$ cat src/rtl/cmult_accum.sv
// cmult_accum: frame accumulator for complex Q-format products.
// Sums FRAME_LEN accepted (pr, pi) samples into N+GUARD bit accumulators,
// saturates each frame sum to N bits and holds it in a valid/ready output
// register. An unconsumed result that gets overwritten sets the sticky ovf.
module cmult_accum #(
   parameter int Q         = 8,
   parameter int N         = 16,
   parameter int FRAME_LEN = 8,
   parameter int GUARD     = 4
) (
   input  logic         clk,
   input  logic         rst,
   input  logic         clear,
   input  logic         in_valid,
   input  logic [N-1:0] pr,
   input  logic [N-1:0] pi,
   input  logic         out_ready,
   output logic         out_valid,
   output logic [N-1:0] sr,
   output logic [N-1:0] si,
   output logic         sat_flag,
   output logic         ovf,
   output logic         busy
);

   localparam int AW = N + GUARD;
   localparam int CW = (FRAME_LEN > 1) ? $clog2(FRAME_LEN) : 1;
   localparam logic [CW-1:0] LAST_CNT = CW'(FRAME_LEN - 1);
   localparam logic [CW-1:0] ONE_CNT  = CW'(1);
   localparam logic [AW-1:0] MAX_V    = {{(GUARD + 1){1'b0}}, {(N - 1){1'b1}}};
   localparam logic [AW-1:0] MIN_V    = {{(GUARD + 1){1'b1}}, {(N - 1){1'b0}}};

   // Catch parameter sets where the guard bits cannot hold a full frame.
   if ((FRAME_LEN < 1) || (FRAME_LEN > (1 << GUARD)) || (Q >= N)) begin : g_param_check
      $error("cmult_accum: illegal parameter combination");
   end

   typedef enum logic [0:0] {
      IDLE  = 1'b0,
      ACCUM = 1'b1
   } state_t;

   // Clip a wide sum to N bits; MSB of the result reports whether it clipped.
   function automatic logic [N:0] saturate(input logic [AW-1:0] v);
      logic [N:0] res;
      if ($signed(v) > $signed(MAX_V)) begin
         res = {1'b1, MAX_V[N-1:0]};
      end else if ($signed(v) < $signed(MIN_V)) begin
         res = {1'b1, MIN_V[N-1:0]};
      end else begin
         res = {1'b0, v[N-1:0]};
      end
      return res;
   endfunction

   state_t         state_r;
   logic [AW-1:0]  acc_re_r;
   logic [AW-1:0]  acc_im_r;
   logic [CW-1:0]  count_r;

   logic           accept_s;
   logic           last_s;
   logic [AW-1:0]  sum_re_s;
   logic [AW-1:0]  sum_im_s;
   logic [N:0]     sat_re_s;
   logic [N:0]     sat_im_s;

   // Sample acceptance, running sums including the current sample, and clipping.
   always_comb begin
      accept_s = in_valid & ~clear;
      last_s   = accept_s & (count_r == LAST_CNT);
      sum_re_s = acc_re_r + {{GUARD{pr[N-1]}}, pr};
      sum_im_s = acc_im_r + {{GUARD{pi[N-1]}}, pi};
      sat_re_s = saturate(sum_re_s);
      sat_im_s = saturate(sum_im_s);
   end

   // Frame FSM, accumulators and the registered result/handshake outputs.
   always_ff @(posedge clk) begin
      if (rst) begin
         state_r   <= IDLE;
         acc_re_r  <= '0;
         acc_im_r  <= '0;
         count_r   <= '0;
         out_valid <= 1'b0;
         sr        <= '0;
         si        <= '0;
         sat_flag  <= 1'b0;
         ovf       <= 1'b0;
         busy      <= 1'b0;
      end else begin
         // accumulation side: clear aborts, the last sample closes the frame
         if (clear) begin
            state_r  <= IDLE;
            acc_re_r <= '0;
            acc_im_r <= '0;
            count_r  <= '0;
            busy     <= 1'b0;
         end else if (accept_s) begin
            case (state_r)
               IDLE, ACCUM: begin
                  if (last_s) begin
                     state_r  <= IDLE;
                     acc_re_r <= '0;
                     acc_im_r <= '0;
                     count_r  <= '0;
                     busy     <= 1'b0;
                  end else begin
                     state_r  <= ACCUM;
                     acc_re_r <= sum_re_s;
                     acc_im_r <= sum_im_s;
                     count_r  <= count_r + ONE_CNT;
                     busy     <= 1'b1;
                  end
               end
               default: begin
                  state_r  <= IDLE;
                  acc_re_r <= '0;
                  acc_im_r <= '0;
                  count_r  <= '0;
                  busy     <= 1'b0;
               end
            endcase
         end else begin
            state_r  <= state_r;
            acc_re_r <= acc_re_r;
            acc_im_r <= acc_im_r;
            count_r  <= count_r;
            busy     <= busy;
         end

         // result side: a new frame result wins over consumption of the old one
         if (last_s) begin
            sr        <= sat_re_s[N-1:0];
            si        <= sat_im_s[N-1:0];
            sat_flag  <= sat_re_s[N] | sat_im_s[N];
            out_valid <= 1'b1;
         end else if (out_valid & out_ready) begin
            out_valid <= 1'b0;
         end else begin
            out_valid <= out_valid;
         end

         // sticky overwrite flag, only clear releases it
         if (clear) begin
            ovf <= 1'b0;
         end else if (last_s & out_valid & ~out_ready) begin
            ovf <= 1'b1;
         end else begin
            ovf <= ovf;
         end
      end
   end

endmodule

$ cat config.mk
export PLATFORM = sky130hd
export DESIGN_NAME = cmult_accum
export DESIGN_NICKNAME = d
export VERILOG_FILES = /design/src/rtl/cmult_accum.sv
export SDC_FILE = /design/constraint.sdc
export NUM_CORES = 1
export LEC_CHECK = 0
export CORE_MARGIN = 3
export CORE_UTILIZATION = 45
export DETAILED_ROUTE_END_ITERATION = 16
export DONT_BUFFER_PORTS = 1
export SETUP_SLACK_MARGIN = 0.02
export SYNTH_ARGS = -nofsm -noshare
export SYNTH_HDL_FRONTEND = slang
export SYNTH_SLANG_ARGS = --single-unit
$ cat constraint.sdc
create_clock -name clk -period 4.99 [get_ports clk]
set_input_delay 0.998 -clock clk [delete_from_list [all_inputs] [get_ports clk]]
set_output_delay 0.998 -clock clk [all_outputs]
set_load 0.01 [all_outputs]
==> metrics.txt, run 1 <==
most instantiated flip-flop cell in the synthesis netlist=dfxtp_1; crit start category=input port; status=finished, final reports clean; crit end category=flip-flop; timing-limited maximum frequency=approximately 0.25 GHz; final design area excluding fillers=between 0.005 and 0.006 sq mm; top-count cell post-synth=nor2_1; post-route non-filler standard cell count=727; transition time of the tightest slew-check pin=roughly 1.2 ns; hold slack=0.501 ns; Starting DRT DRC Count=about 260; data arrival time at the worst-slack endpoint=roughly 4.4 ns; pin count of the biggest net entering global routing=just under 50; Net Count, Synth=685; final setup violation count=0; CTS max path bufs=2; horizontal die dimension=approximately 110 microns; number of buffers inserted by port buffering=0; Pleak=2.07 nW; number of distinct library cell variants in the gate-level netlist after synthesis=between 50 and 60; max-slew violation total from the final report=0; count of TritonRoute iterations in the first routing pass=5; die extent in y=111 microns; ratio of cells with drive above 1 in the final layout=0.0525; Synth area leader=dfxtp_1; final clock period utilization by the worst path=0.815; worst min-delay path category=reg2reg; Reg-to-Reg End=sr[0]$_SDFFE_PP0P_; Final Hold Fails=0; Total Wirelength=around 13000 microns; antenna violations before repair=0; largest family of logic cells by synthesized area=compound AO/OA/AOI/OAI gates; critical path fanouts, max=15; ys async rst share=0; largest vdd supply drop=between 0.15 and 0.2 mV; number of nets in the layout=roughly 670; Via-to-Cell Ratio=6.08; fraction of the mapped netlist area in compound gates=0.273; setup repair after global routing missed its margin=no; worst reg2reg startpoint=acc_re_r[0]$_SDFFE_PP0P_; final clock skew=around 0.0070 ns; synth cell count leaders=nor2_1 (101), dfxtp_1 (79), a21oi_1 (52); Post-Synthesis Cell Area=0.00496 sq mm; post-synthesis sequential element count=79; required time of the critical path=~5.3 ns; CP Capture Point=sr[0]$_SDFFE_PP0P_; relative max-transition margin=0.207; cell total after placement=between 700 and 800; top area cells in the synthesized netlist=dfxtp_1 (32%), ha_1 (10%), nor2_1 (7.6%); Final min period=approximately 4.1 ns; synthesized instance count=roughly 610; share of synthesized area spent on multiplexers=0.00807; total cell area at the placement stage=about 0.0050 sq mm; number of primary I/O pins=73; wire length of the first global-routing pass=approximately 22000 microns; Area Growth Syn to Fin=4.84%; root buffer cell=clkbuf_8; post-synthesis sequential area ratio=0.319; share of the synthesized area in the top cell type=0.319; effective utilization at floorplan=0.472; total setup buffers inserted after CTS=0; maximum capacitance violations=0; crit path from=pr[0]; Core Area=approximately 0.011 sq mm; DRC Markers=0; Overflow after GRT=0; antenna-violating nets left=0; post-synthesis share of cell area spent on full adders, half adders and majority gates=0.109; Max H-tree Level=3; total via count after detailed routing=between 4000 and 5000; final core utilization=0.495; total track usage=0.216; standard-cell rows=37; hpwl dp=between 9000 and 10000 microns; die area=0.0123 sq mm; # diodes=0; cts hold-fix bufs=0; warning count from the yosys run=0; clock sink count=79; clk_lat worst skew=approximately 0.36 ns; xor and xnor fraction of the mapped netlist area=0.0565; average cell area after synthesis=8.18 sq um; TritonCTS Buffers=9; vias in the first global route=roughly 4200; basic-gate share of the synthesized area counting and, or, nand and nor cells=0.199; register clock-pin slew on the reported worst setup and hold paths=~0.08 ns; class of the most critical setup path=in2reg; worst reg2reg path depth=11; EDFF count, synth=0; CTS tree=built; Cell Pwr Density=about 260 mW/mm^2; sum of negative setup slack=0 ns; Avg WL per Cell=about 18 microns; r2r setup slk=approximately 1.3 ns; count of cells resized by post-cts repair=0; routability congestion estimate=0.885
## cells by family after synthesis
group / after synthesis
AO/OA/AOI/OAI: 190
XOR/XNOR: 32
adder cells (fa/ha/maj): 42
buffers and inverters: 40
flip-flops: 79
multiplexers: 4
AND/OR/NAND/NOR: 219
## layout make-up
class | count | area (sq um)
Timing Repair Buffer | 2 | 15.0
Multi-Input combinational cell | 487 | 3210
Inverter | 8 | 30.0
Tap cell | 136 | 170
Sequential cell | 79 | 1580
Clock inverter | 3 | 43.8
Fill cell | 1028 | 5310
Clock buffer | 12 | 145
## sequential cells by signal, summed over array words and instances (netlist names)
| register | cells |
|---|---|
| acc_re_r | 20 |
| si | 16 |
| sr | 16 |
| out_valid | 1 |
| sat_flag | 1 |
| count_r | 3 |
| busy | 1 |
| acc_im_r | 20 |
| ovf | 1 |
## worst max-delay path, cell delays in order
cell and delay [ns]:
ha_1 0.21, fa_1 0.43, a211oi_1 0.31, o21ai_1 0.15, a221o_1 0.40, a221o_1 0.32
o211ai_2 0.08, xnor2_1 0.18, a41oi_1 0.56, or3_1 0.58, o21ai_0 0.15
## layout by cell type (no fill, tap or decap), types with 3 or more instances in the layout
cell type	netlist	layout
nor2_1	101	99
dfxtp_1	79	79
a21oi_1	52	52
nand2_1	50	50
ha_1	40	40
a211oi_1	32	32
a22oi_1	32	32
xnor2_1	18	18
o21ai_0	17	17
nand2b_1	16	15
xor2_1	14	14
nor3_1	12	12
nand3_1	10	10
clkbuf_8	0	10
a21o_1	9	9
o211ai_1	8	8
and3_1	8	8
inv_1	8	8
o21bai_1	6	6
mux2i_1	4	4
o21a_1	4	4
a221o_1	4	4
a31oi_1	3	3
nor4_1	3	3
or3_1	3	3
## metrics by stage
step,power [mW],setup WS [ns]
after detailed placement,0.892,0.532
after global placement,0.888,0.603
after global routing,1.43,0.584
after floorplan,0.849,1.15
final,1.35,0.922
after CTS,1.37,0.939
## layer usage
metal | routed length (microns) | global-route usage | vias up
met5 | 0 | 0 | -
met4 | 306 | 0.0911 | 0
met3 | 1010 | 0.0742 | 23
met2 | 5330 | 0.309 | 125
met1 | 6370 | 0.296 | 2094
li1 | - | - | 2176
## report_power, final
group / internal, mW / total [mW] / switching [mW]
combinational: 0.0873 / 0.236 / 0.149
sequential: 0.639 / 0.644 / 0.00529
clock: 0.243 / 0.472 / 0.229
## worst min path at each step
stage	startpoint	end	slack, ns	depth (start not counted)
after CTS	acc_re_r[0]$_SDFFE_PP0P_	acc_re_r[0]$_SDFFE_PP0P_	0.50	2
after floorplan	acc_im_r[0]$_SDFFE_PP0P_	acc_im_r[0]$_SDFFE_PP0P_	0.46	2
after detailed placement	acc_re_r[0]$_SDFFE_PP0P_	acc_re_r[0]$_SDFFE_PP0P_	0.48	2
after global routing	acc_im_r[18]$_SDFFE_PP0P_	acc_im_r[18]$_SDFFE_PP0P_	0.53	2
final	acc_im_r[0]$_SDFFE_PP0P_	acc_im_r[0]$_SDFFE_PP0P_	0.50	2
after global placement	acc_re_r[0]$_SDFFE_PP0P_	acc_re_r[0]$_SDFFE_PP0P_	0.47	2
(Power assumes the default switching activity.)
==> run 2: changes to the inputs <==
==> constraint.sdc (replaced) <==
create_clock -name clk -period 3.3 [get_ports clk]
set_input_delay 0.66 -clock clk [delete_from_list [all_inputs] [get_ports clk]]
set_output_delay 0.66 -clock clk [all_outputs]
set_load 0.01 [all_outputs]
==> run 2 against run 1 <==
Sequential cell count unchanged. Utilization increased by 5.6 points. Register-to-register slack got worse by 1.1 ns. Clock skew increased by 0.0084 ns. Via count increased by 4.0%. Non-clock buffer count increased by 60. Clock power increased by 35%. Clock-buffer cell count decreased by 2. Setup slack got worse by 0.74 ns. Sequential power increased by 51%. Largest power group unchanged. Highest routed layer unchanged.
==> metrics.txt, run 2 (synthesis gave the netlist of run 1 again) <==
status=finished, final reports clean; ordered cell list for the critical path=ha_1, fa_2, a211oi_4, o21ai_2, a221o_1, a221o_1, o211ai_2, xnor2_2, a41oi_4, buf_6, nand2b_1, a211oi_2; wire length of the first global-routing pass=22700 microns (+4.1%); Core Area=0.0105 sq mm (unchanged); required time of the critical path=3.58 ns (-1.70 ns); cell count of the worst hold path=1 (-1); Overflow after GRT=0 (unchanged); most common library cell in the layout ignoring fill and taps=nor2_1; ratio of cells with drive above 1 in the final layout=0.169 (+0.116); crit start category=flip-flop; die area=0.0123 sq mm (unchanged); largest vdd supply drop=0.223 mV (+33%); clk_lat worst skew=0.36 ns (about the same); class of the most critical setup path=reg2reg; final clock skew=0.0155 ns (+0.00841 ns); fill cell count=997 (-3.0%); crit end category=flip-flop; transition time of the tightest slew-check pin=1.01 ns (-0.161 ns); CTS max path bufs=2 (unchanged); antenna-violating nets left=0 (unchanged); registers with the most flip-flops=acc_im_r x20, acc_re_r x20; relative max-transition margin=0.325 (+0.118); sum of negative setup slack=0 ns (unchanged); DRC Markers=0 (unchanged); total via count after detailed routing=4594 (+4.0%); total track usage=0.224 (+0.00784); number of nets in the layout=726 (+9.0%); post-layout worst setup margin=0.178 ns (-0.744 ns); clock sink count=79 (unchanged); total power=2.05 mW (+52%); cell total after placement=772 (+8.4%); setup repair after global routing missed its margin=no; vias in the first global route=4466 (+5.6%); highest-count cells in the layout ignoring fill and taps=nor2_1 (99), dfxtp_1 (79), buf_4 (57); antenna violations before repair=0 (unchanged); critical path fanouts, max=6 (-9); number of buffers inserted by port buffering=0 (unchanged); hpwl dp=10300 microns (+8.4%); die extent in y=111 microns (unchanged); count of TritonRoute iterations in the first routing pass=5 (unchanged); Starting DRT DRC Count=332 (+28%); final setup violation count=0 (unchanged); standard-cell rows=37 (unchanged); Final min period=~3.1 ns; TritonCTS Buffers=9 (unchanged); max-slew violation total from the final report=0 (unchanged); Pleak=2.39 nW (+15%); maximum capacitance violations=0 (unchanged); Cell Pwr Density=354 mW/mm^2 (+36%); final clock period utilization by the worst path=0.946; effective utilization at floorplan=0.472 (unchanged); root buffer cell=clkbuf_8; pin count of the biggest net entering global routing=46 (-6.1%); horizontal die dimension=111 microns (unchanged); data arrival time at the worst-slack endpoint=3.40 ns (-0.96 ns); slowest cell delay on critical path=0.39 ns (-0.19 ns); Total Wirelength=13800 microns (+6.2%); Area Growth Syn to Fin=16.8%; Most common cell on crit path=a221o_1; Via-to-Cell Ratio=5.83 (-4.1%); worst min-delay path category=in2reg; # diodes=0 (unchanged); number of primary I/O pins=73 (unchanged); cell with the biggest individual delay on the critical path=fa_2; register clock-pin slew on the reported worst setup and hold paths=0.09 ns (about the same); Max H-tree Level=3 (unchanged); routability congestion estimate=0.939 (+6.0%); worst slack at placement=-0.226 ns (-0.758 ns); Final Hold Fails=0 (unchanged); Avg WL per Cell=17.5 microns (-2.0%); timing-limited maximum frequency=0.320 GHz; area used by multi-input combinational logic=0.00334 sq mm (+4.0%); total setup buffers inserted after CTS=0 (unchanged); final core utilization=0.551 (+0.0563); worst reg2reg path depth=12 (+1); post-route non-filler standard cell count=788 (+8.4%); CTS tree=built; Storage cell area=0.00158 sq mm (unchanged)
==> run 2: cell types whose count changed in the layout (fill, tap and decap cells not counted), sizes merged <==
cell and delta:
bufinv -1, clkbuf -2, buf +60, clkinv +4
==> run 2: worst max-delay path: cells and delay by family, from the launching register on <==
| kind | cells | cell delay (ns) |
|---|---|---|
| AOI/OAI and AO/OA | 7 | 1.58 |
| DFF | 1 | 0.33 |
| adders and majority gates | 2 | 0.60 |
| and+or+nand+nor | 1 | 0.15 |
| xor gates and xnor gates | 1 | 0.18 |
| buffers and inverters | 1 | 0.19 |
==> run 2: metal layers <==
| layer | track usage | vias to the layer above | part of all wire |
|---|---|---|---|
| met5 | 0 | - | 0 |
| met4 | 0.0616 | 0 | 0.010 |
| met3 | 0.0644 | 12 | 0.077 |
| met2 | 0.337 | 140 | 0.43 |
| met1 | 0.313 | 2143 | 0.49 |
| li1 | - | 2299 | - |
==> run 2: path summary, 6_finish.rpt <==
path,startpoint,slack (ns),end
max,acc_re_r[0]$_SDFFE_PP0P_,0.18,sr[10]$_SDFFE_PP0P_
min,rst,0.36,si[0]$_SDFFE_PP0P_
max reg2reg,acc_re_r[0]$_SDFFE_PP0P_,0.18,sr[10]$_SDFFE_PP0P_
min reg2reg,acc_im_r[0]$_SDFFE_PP0P_,0.50,acc_im_r[0]$_SDFFE_PP0P_
==> run 2: report_power, final <==
| group | switching [mW] | total [mW] | internal (mW) |
|---|---|---|---|
| sequential | 0.00871 | 0.974 | 0.966 |
| combinational | 0.248 | 0.438 | 0.189 |
| clock | 0.369 | 0.639 | 0.271 |
==> run 2: cell type report <==
type	instances	share of cell area
clock inverter	6	0.00648
clock buffer	10	0.0220
multi-input combinational	487	0.577
inverter	8	0.00519
timing repair buffer	62	0.0866
sequential	79	0.273
tap	136	0.0294
==> run 2: per-stage QoR <==
| step | cell area (sq um) | hold WS, ns |
|---|---|---|
| after CTS | 5700 | 0.341 |
| final | 5790 | 0.358 |
| after global placement | 5540 | 0.472 |
| after detailed placement | 5540 | 0.479 |
| after global routing | 5790 | 0.337 |
| after floorplan | 5020 | 0.457 |
==> run 2: timing repair <==
action | 4_1_cts | 5_1_grt
hold buffers | 0 | 0
setup endpoints to repair | 0 | 27
gates resized for setup | 0 | 15
hold endpoints to repair | 0 | 0
==> run 3: changes to the inputs <==
--- a/config.mk
+++ b/config.mk
@@ -5,6 +5,7 @@
 export SDC_FILE = /design/constraint.sdc
 export NUM_CORES = 1
 export LEC_CHECK = 0
+export ABC_AREA = 1
 export CORE_MARGIN = 3
 export CORE_UTILIZATION = 45
 export DETAILED_ROUTE_END_ITERATION = 16
==> run 3 against run 2 <==
Cell count increased by 14%. Routed wire length decreased by 1.1%. Power increased by 12%. Sequential power about the same. Critical endpoint is now si[2]$_SDFFE_PP0P_.
==> metrics.txt, run 3 <==
Pleak=2.59 nW (+8.8%); TritonCTS Buffers=9 (unchanged); total setup buffers inserted after CTS=0 (unchanged); Total Wirelength=13700 microns (-1.1%); final clock period utilization by the worst path=0.779 (-0.167); clock sink count=79 (unchanged); Final min period=2.57 ns (-0.550 ns); met1 WL=6750 microns (+0.49%); cell with the biggest individual delay on the critical path=a21oi_4; Starting DRT DRC Count=291 (-12%); most common library cell in the layout ignoring fill and taps=nand2_1; cell total after placement=888 (+15%); average cell area after synthesis=6.83 sq um (-17%); max-slew violation total from the final report=0 (unchanged); root buffer cell=clkbuf_16; routability congestion estimate=0.913 (-2.7%); synth cell count leaders=nand2_1 (261), a21oi_1 (91), dfxtp_1 (79); data arrival time at the worst-slack endpoint=2.78 ns (-0.62 ns); crit end category=flip-flop; Max H-tree Level=3 (unchanged); die area=0.0130 sq mm (+5.3%); Final Hold Fails=0 (unchanged); total track usage=0.217 (-0.00731); Via-to-Cell Ratio=5.33 (-8.6%); relative max-transition margin=0.492 (+0.168); share of synthesized area spent on multiplexers=0 (-0.00807); clk_lat worst skew=0.35 ns (about the same); transition time of the tightest slew-check pin=0.761 ns (-0.253 ns); ys async rst share=0 (unchanged); DRC Markers=0 (unchanged); total via count after detailed routing=4800 (+4.5%); count of TritonRoute iterations in the first routing pass=5 (unchanged); slowest cell delay on critical path=0.47 ns (+0.08 ns); EDFF count, synth=0 (unchanged); Highest Signal Layer=met4; Bufs and invs on worst path=1 (unchanged); status=finished, final reports clean; registers with the most flip-flops=acc_im_r x20, acc_re_r x20; Post-Synthesis Cell Area=0.00524 sq mm (+5.6%); # diodes=0 (unchanged); standard-cell rows=38 (+2.7%); number of primary I/O pins=73 (unchanged); xor and xnor fraction of the mapped netlist area=0.0468 (-0.00970); cts hold-fix bufs=0 (unchanged); final core utilization=0.504 (-0.0474); maximum capacitance violations=0 (unchanged); Overflow after GRT=0 (unchanged); fraction of the mapped netlist area in compound gates=0.180 (-0.0924); hpwl dp=10400 microns (+1.4%); pin count of the biggest net entering global routing=35 (-24%); largest family of logic cells by synthesized area=simple AND/OR/NAND/NOR gates; post-route non-filler standard cell count=901 (+14%); sum of negative setup slack=0 ns (unchanged); Net Count, Synth=846 (+24%); horizontal die dimension=114 microns (+2.6%); antenna-violating nets left=0 (unchanged); worst min-delay path category=in2reg; synthesized instance count=767 (+27%); final clock skew=0.00702 ns (-0.00843 ns); routed wire length on met2=5600 microns (-5.3%); top area cells in the synthesized netlist=dfxtp_1 (30%), nand2_1 (19%), ha_1 (9.6%); wire length of the first global-routing pass=22400 microns (-1.2%); CTS max path bufs=2 (unchanged); required time of the critical path=3.51 ns (-0.07 ns); warning count from the yosys run=0 (unchanged); share of the synthesized area in the top cell type=0.302 (-0.0170); Core Area=0.0111 sq mm (+5.9%); setup repair after global routing missed its margin=no; post-synthesis sequential area ratio=0.302 (-0.0170); detailed-routed wire length on met3=1160 microns (+9.6%); timing-limited maximum frequency=0.389 GHz (+21%); ratio of cells with drive above 1 in the final layout=0.101 (-0.0675); number of nets in the layout=838 (+15%); CTS tree=built; number of buffers inserted by port buffering=0 (unchanged); post-synthesis sequential element count=79 (unchanged); register clock-pin slew on the reported worst setup and hold paths=0.06 ns (-0.03 ns); top-count cell post-synth=nand2_1; highest-count cells in the layout ignoring fill and taps=nand2_1 (261), a21oi_1 (91), dfxtp_1 (79); basic-gate share of the synthesized area counting and, or, nand and nor cells=0.296 (+0.0967); hold slack=0.378 ns (+0.0200 ns); crit start category=input port; class of the most critical setup path=in2reg; effective utilization at floorplan=0.471 (-0.00108); critical path fanouts, max=13 (+7); Cell Pwr Density=411 mW/mm^2 (+16%); post-synthesis share of cell area spent on full adders, half adders and majority gates=0.103 (-0.00581); Synth area leader=dfxtp_1; Avg WL per Cell=15.2 microns (-14%); number of distinct library cell variants in the gate-level netlist after synthesis=37 (-35%); die extent in y=114 microns (+2.6%); Area Growth Syn to Fin=6.98%; Top Family by Delay on Critical Path=simple AND/OR/NAND/NOR gates; count of cells resized by post-cts repair=0 (unchanged); antenna violations before repair=0 (unchanged); most instantiated flip-flop cell in the synthesis netlist=dfxtp_1; Most common cell on crit path=nand2_1; final setup violation count=0 (unchanged); ordered cell list for the critical path=ha_1, fa_1, nand2_1, nand3_1, nand3_1, nand2_1, nand2_1, nand3b_1, nand2_1, inv_2, nor2_1, nand2_1, a21oi_4, a21oi_1; largest vdd supply drop=0.306 mV (+37%); vias in the first global route=4574 (+2.4%)
==> run 3: kinds of logic (layout without fill, tap and decap cells) <==
logic type      count (synthesis)  count (layout)
fa+ha+maj                      42              42
buf+inv                        88              82
xor+xnor                       28              28
simple gates                  367             367
compound gates                163             163
flops                          79              79
==> run 3: layer usage <==
metal / up-vias / track usage
li1: 2469 / -
met1: 2196 / 0.314
met2: 119 / 0.309
met3: 16 / 0.0690
met4: 0 / 0.0618
met5: - / 0
==> run 3: power by group <==
part	leakage [nW]	total (mW)	internal, mW	switching [mW]
clock	0.129	0.966	0.571	0.395
sequential	0.638	0.976	0.968	0.00852
combinational	1.83	0.361	0.114	0.247
total	2.59	2.30	1.65	0.650
==> run 3: final timing paths <==
check / startpoint / end / slack (ns) / depth (start not counted)
worst max-delay path: pi[0] / si[2]$_SDFFE_PP0P_ / 0.73 / 14
worst min-delay path: rst / out_valid$_SDFFE_PP0P_ / 0.38 / 1
worst max register to register: acc_im_r[0]$_SDFFE_PP0P_ / si[2]$_SDFFE_PP0P_ / 0.73 / 14
worst min register to register: acc_re_r[14]$_SDFFE_PP0P_ / acc_re_r[14]$_SDFFE_PP0P_ / 0.47 / 2
==> run 3: stage by stage <==
| step | cell area (sq um) | setup WS [ns] | total power, mW |
|---|---|---|---|
| after floorplan | 5240 | 0.755 | 1.28 |
| after global placement | 5330 | 0.444 | 1.35 |
| after detailed placement | 5330 | 0.389 | 1.36 |
| after CTS | 5600 | 0.735 | 2.32 |
| after global routing | 5600 | 0.425 | 2.41 |
| final | 5600 | 0.728 | 2.30 |
==> run 3: cell type report <==
cell class	instances	area (sq um)
fillers	1171	5520
clock buffers	9	225
inverters	65	244
multi-input cells	600	3280
clock inverters	4	50.0
well taps	140	175
repair buffers	4	42.5
flip-flops and latches	79	1580
